File: config.mk
export PLATFORM = sky130hd
export DESIGN_NAME = dmem_responder
export DESIGN_NICKNAME = d
export VERILOG_FILES = /design/src/rtl/dmem_responder.sv
export SDC_FILE = /design/constraint.sdc
export NUM_CORES = 2
export LEC_CHECK = 0
export CORE_ASPECT_RATIO = 0.5
export CORE_MARGIN = 2
export CORE_UTILIZATION = 30
export DETAILED_ROUTE_END_ITERATION = 8
export PLACE_DENSITY = 0.51
export REMOVE_ABC_BUFFERS = 1
export SLEW_MARGIN = 30
export SYNTH_ARGS = -nofsm -noshare
export SYNTH_HDL_FRONTEND = slang
export SYNTH_SLANG_ARGS = --single-unit
File: constraint.sdc
create_clock -name clk -period 5.2 [get_ports clk]
set_input_delay 1.3 -clock clk [delete_from_list [all_inputs] [get_ports clk]]
set_output_delay 1.3 -clock clk [all_outputs]
set_load 0.1 [all_outputs]
File: src/rtl/dmem_responder.sv
// dmem_responder: data-memory load/store responder with programmable wait states (optional DMEM_ALIGN_CHECK_EN misalign fault); ports clk, rst, MemRead, MemWrite, A, WD -> ReadData, Busy, Ready, Fault
module dmem_responder #(
  parameter int WIDTH = 32,
  parameter int DEPTH = 64,
  parameter int WAIT_CYCLES = 2
) (
  input  logic             clk,
  input  logic             rst,
  input  logic             MemRead,
  input  logic             MemWrite,
  input  logic [WIDTH-1:0] A,
  input  logic [WIDTH-1:0] WD,
  output logic [WIDTH-1:0] ReadData,
  output logic             Busy,
  output logic             Ready,
  output logic             Fault
);
  localparam int AW = $clog2(DEPTH);
  typedef enum logic [1:0] {IDLE, BUSY, DONE} state_t;
  state_t state, state_n;
  logic [3:0] cnt;
  logic [AW-1:0] idx_q;
  logic [WIDTH-1:0] wd_q;
  logic wr_q, rd_q, mis_q, req, mis;
  logic [WIDTH-1:0] mem [DEPTH];
  logic unused_a;
  assign req = MemRead | MemWrite;
  assign unused_a = ^{A[WIDTH-1:AW+2], A[1:0]};
`ifdef DMEM_ALIGN_CHECK_EN
  assign mis = |A[1:0];
`else
  assign mis = 1'b0;
`endif
  always_comb begin
    state_n = state == IDLE ? (req ? BUSY : IDLE) :
              state == BUSY ? (cnt == 4'd0 ? DONE : BUSY) : IDLE;
  end
  always_ff @(posedge clk) begin
    if (rst) begin
      state <= IDLE;
      cnt <= 4'd0;
      ReadData <= '0;
      Busy <= 1'b0;
      Ready <= 1'b0;
      Fault <= 1'b0;
      idx_q <= '0;
      wd_q <= '0;
      wr_q <= 1'b0;
      rd_q <= 1'b0;
      mis_q <= 1'b0;
      for (int i = 0; i < DEPTH; i++) mem[i] <= '0;
    end else begin
      state <= state_n;
      Busy <= state_n == BUSY;
      Ready <= state_n == DONE;
      Fault <= state_n == DONE && mis_q;
      if (state == IDLE && req) begin
        cnt <= 4'(WAIT_CYCLES);
        idx_q <= A[AW+1:2];
        wd_q <= WD;
        wr_q <= MemWrite;
        rd_q <= MemRead;
        mis_q <= mis;
      end
      if (state == BUSY) begin
        if (cnt != 4'd0) cnt <= cnt - 4'd1;
        else begin
          if (wr_q && !mis_q) mem[idx_q] <= wd_q;
          // a write-only completion leaves ReadData alone; read+write or misaligned returns 0
          if (rd_q || mis_q) ReadData <= (wr_q || mis_q) ? '0 : mem[idx_q];
        end
      end
    end
  end
endmodule

== Word-level counts from Yosys, hierarchy flattened ==
Memories as Yosys holds them, arrays and structs flattened. A register that Yosys moved wholly into a read port is not among the register bits.
Cells that the tools add are included.

* Register bits after elaboration: 80
* RAM bits: 2048
* Input bits: 68
* Output and inout port bits: 35
* Memories: 1

{| class="wikitable"
|+ Memory list
! name !! words !! width !! rd ports !! clocked after Yosys merged registers in !! write ports !! line !! source
|-
| mem || 64 || 32 || 1 || 1 || 64 || 25 || <nowiki>logic [WIDTH-1:0] mem [DEPTH];</nowiki>
|}

* $add $sub $neg: 1
* Equal/unequal tests: 3
* Muxes and demuxes: 20
* Bitwise gates (word level): 2
* Reductions and logical operators: 6

{| class="wikitable"
|+ Operator list
! kind !! number
|-
| 2-to-1 mux 32 bit || 2
|-
| OR reduction 32 bit || 1
|-
| 2-to-1 mux 6 bit || 3
|-
| 2-to-1 mux 4 bit || 3
|-
| 2-to-1 mux 1 bit || 9
|-
| 2-to-1 mux 2 bit || 3
|-
| equality test 2 x 1 -> 1 bit, second input constant || 2
|-
| zero test 4 bit || 1
|-
| nonzero test 4 bit || 1
|-
| subtractor 4 x 1 -> 4 bit, second input constant || 1
|-
| AND reduction 3 bit || 1
|-
| equality test 2 bit, second input constant || 1
|-
| zero test 2 bit || 1
|-
| logical AND 1 bit || 1
|-
| NOT 1 bit || 1
|-
| OR 1 bit || 1
|}

== Depth between registers and ports, before layout ==
* Word-level depth: 7
* Depth in mapped cells: 12
* Mapped depth without buffers: 7

== Worst setup path after synthesis ==
No wires, ideal clock.

* Path type: input to register
* From: in rst
* To: mem mem[46][0], enable pin
* Setup time: 0.466 ns
* Arrival: 4.586 ns
* Setup slack: 0.149 ns
* Stages on the path: 5
* Path buffers: 2
* Path through: clkbuf_1 nor4_4 nand3_1 clkbuf_1 o21ai_0

{| class="wikitable"
|+ RTL lines
! element !! line !! source
|-
| start, declared || 8 || <nowiki>input logic rst,</nowiki>
|-
| end, declared || 25 ||
|}

== Worst setup path after layout ==
* From: reg ReadData[18]
* To: out ReadData[18]

{| class="wikitable"
|+ RTL lines
! element !! line !! source
|-
| start, declared || 13 || <nowiki>output logic [WIDTH-1:0] ReadData,</nowiki>
|-
| start signal, assigned || 70 || <nowiki>if (rd_q || mis_q) ReadData <= (wr_q || mis_q) ? '0 : mem[idx_q];</nowiki>
|}

No word-level cell between the ends.

==> out/results.txt <==
CP max stage delay -> 1.23 ns
sequential share of the synthesized area -> 65.6%
setup bufs post-CTS -> 0
Num CTS Buffers -> 225
leading cell type in the layout, fill and taps excluded -> and2_1
min-delay src -> ReadData[3]$_SDFFE_PP0P_
combinational share of power -> 11.0%
largest net degree at the start of global routing -> 66
worst endpoint data arrival time -> 2.75 ns
Sequential Area -> 63300 um2
Clk pwr share -> 40.0%
Tcrit/Tclk final -> 77.9%
Fin Clk Skew -> 0.0725 ns
Layout Cells excl Fill -> 10800
fin nets -> 6331
Initial DRC Count -> 7165
max cap viols -> 0
CTS root buffer -> clkbuf_16
Cell Rows -> 147
Worst setup EP type -> output pin
total of cells resized after clock tree synthesis -> 0
crit-path cells -> clkdlybuf4s50_1
critical path startpoint -> ReadData[18]$_SDFFE_PP0P_
initial antenna violation count -> 33
Initial DRT Pass Iterations -> 5
Multi-input gate area -> 31300 um2
fin crit period -> 4.05 ns
Worst Hold Class -> flop to flop
Slew headroom -> 27.7%
core box area -> 320000 um2
# H-tree levels -> 4
Tot Pwr -> 0.0403 W
Crit path max-delay family -> buffers and inverters
Sw Ratio -> 25.8%
clk_lat worst skew -> 0.89 ns
Crit Path Class -> flop to output pin
global route total overflow -> 0
routed vias -> 54600
Top FF cell, synth -> edfxtp_1
final hold violation count -> 0
Ys Warns -> 0
CTS sink cnt -> 2134
Worst Setup Start Kind -> flop
cell area after synthesis -> 96400 um2
vias in the first global route -> 53200
# DRC -> 0
Metal-1 WL -> 143000 um
Int Pwr -> 0.0299 W
final wirelength -> 322000 um
DP Cell Count -> 10400
cells after synthesis -> 6297
Die ar. -> 326000 um2
Slew Viols, Final -> 0
mean routed wirelength per cell -> 29.8 um
Final Util -> 34.6%
CP required -> 3.90 ns
Worst Path Buf+Inv -> 1
pwr/cell area -> 363 nW/um2
TritonCTS clock tree -> yes
status -> completed
number of synthesized flops with an enable pin -> 2048
Ports -> 103
critical path's slowest cell -> clkdlybuf4s50_1
CTS Hold Bufs -> 0
Final ANT Viol Nets -> 0
post-DP HPWL -> 194000 um
leakage power -> 38.0 nW
crit-path max FO -> 3
fillers -> 30400
via/cell ratio -> 5.07
Die W -> 806 um
first-pass GRT wire length -> 446000 um
Yosys reg bits -> 2134
Slew @ Worst Pin -> 1.08 ns
Syn Area/Cell -> 15.3 um2
worst vdd ir -> 0.000276 V
CTS clk-pin slew, worst paths -> 0.06 ns
top layer in use -> met5
Tot GR Track Use -> 19.4%
die height -> 405 um
Port Buffer Count -> 75
Critical R2R Launch -> cnt[0]$_SDFF_PP0_
Clock Path Buffers -> 4
DR WL met2 -> 143000 um
sequential share of power -> 48.9%
layout cells sized above 1 -> 20.7%
most frequent cells in the layout -> and2_1, edfxtp_1, mux4_2, buf_4, clkbuf_16
unrepaired setup endpoints after global routing -> no
# setup viols final -> 0
routability congestion estimate -> 0.933
Initial Util -> 30.1%
asr flop ratio synth -> 0%
Area Growth Syn to Fin -> 15.0%
Psw -> 0.0104 W
count of different cell masters after synthesis -> 69
met3 WL -> 26200 um
highest clock rate -> 247 MHz
-- state kept, by name (all words and copies together), names as in the netlist, named ones only --
signal and flops:
wd_q 32, cnt 4, rd_q 1, idx_q 6, Busy 1, mem 2048
state 2, wr_q 1, ReadData 32, Ready 1
-- power by group through the flow --
stage	clock (W)	sequential [W]	combinational (W)
2_1_floorplan	0	0.0205	0.00267
3_3_place_gp	0	0.0201	0.00440
3_5_place_dp	0	0.0201	0.00442
4_1_cts	0.0163	0.0197	0.00443
5_1_grt	0.0170	0.0198	0.00457
6_report	0.0161	0.0197	0.00443
-- final timing paths --
check,end,slack (ns),depth (start not counted)
max,ReadData[18],1.15,1
min,ReadData[3]$_SDFFE_PP0P_,0.47,2
max reg2reg,mem[11][6]$_SDFFCE_PN0P_,1.40,8
min reg2reg,ReadData[3]$_SDFFE_PP0P_,0.47,2
-- cell families (layout without fill, tap and decap cells) --
logic type               Yosys count  after routing  synth area share [%]
AO/OA/AOI/OAI                    363            363                  2.48
flip-flops                      2134           2134                  65.6
AND/OR/NAND/NOR                 2472           2472                  15.4
buffers and inverters            649            797                  2.92
adder cells (fa/ha/maj)            1              1                0.0130
multiplexers                     677            677                  13.6
other                              1             14               0.00389
-- cells in the mapped netlist (6+ instances only) --
| cell | count | area (um2) |
|---|---|---|
| buf_4 | 47 | 353 |
| a32oi_1 | 6 | 52.6 |
| mux4_2 | 502 | 11300 |
| o22ai_1 | 22 | 138 |
| o211ai_1 | 11 | 82.6 |
| a22oi_1 | 51 | 383 |
| nand2b_1 | 15 | 93.8 |
| nor2b_1 | 35 | 219 |
| and2_1 | 2054 | 12800 |
| o221ai_1 | 14 | 123 |
| edfxtp_1 | 2048 | 61500 |
| and3_1 | 9 | 56.3 |
| a21oi_1 | 70 | 350 |
| a31oi_1 | 12 | 75.1 |
| a32o_1 | 7 | 70.1 |
| a2111oi_0 | 7 | 61.3 |
| mux2_2 | 23 | 259 |
| nor3_1 | 12 | 60.1 |
| o21ai_0 | 86 | 430 |
| buf_2 | 69 | 345 |
| nor2_1 | 107 | 402 |
| nand3_1 | 37 | 185 |
| nand2_1 | 153 | 574 |
| clkbuf_1 | 488 | 1830 |
| a211oi_1 | 27 | 203 |
| buf_6 | 11 | 124 |
| nand3b_1 | 11 | 82.6 |
| or4_1 | 8 | 60.1 |
| a221oi_1 | 7 | 61.3 |
| a22o_1 | 10 | 87.6 |
| buf_1 | 16 | 60.1 |
| clkbuf_2 | 11 | 55.1 |
| mux2i_1 | 152 | 1520 |
| dfxtp_1 | 86 | 1720 |
-- worst reg2reg max path, cell delays in order, from the launching register on --
cell and delay, ns:
dfxtp_1 0.32, inv_1 0.07, ha_1 0.20, or3b_1 0.56, nor4_4 0.56, nand2_2 0.56
buf_4 0.40, o21ai_4 0.12, buf_4 0.53
-- layout make-up --
type	instances	area share, %
antenna	13	0.0294
clock buffer	299	5.51
clock inverter	111	0.944
inverter	5	0.0215
multi-input combinational	3514	28.3
sequential	2134	57.1
tap	4321	4.88
timing repair buffer	382	3.24
-- stage by stage --
| step | setup WS, ns | setup TNS, ns | hold WS [ns] | instance area (um2) |
|---|---|---|---|---|
| floorplan | -17.06 | -501.88 | 0.447 | 93600 |
| CTS | 1.15 | 0 | 0.480 | 111000 |
| finish | 1.15 | 0 | 0.474 | 111000 |
| detailed placement | 1.14 | 0 | 0.472 | 104000 |
| global placement | 1.11 | 0 | 0.476 | 103000 |
| global route | 1.18 | 0 | 0.504 | 111000 |
-- metal layers --
metal	track usage (%)	vias up
met5	0	-
met4	5.59	2
met3	3.19	398
met2	29.4	2274
met1	28.7	28900
li1	-	23000
No activity file was read; power rests on OpenSTA's default activity.
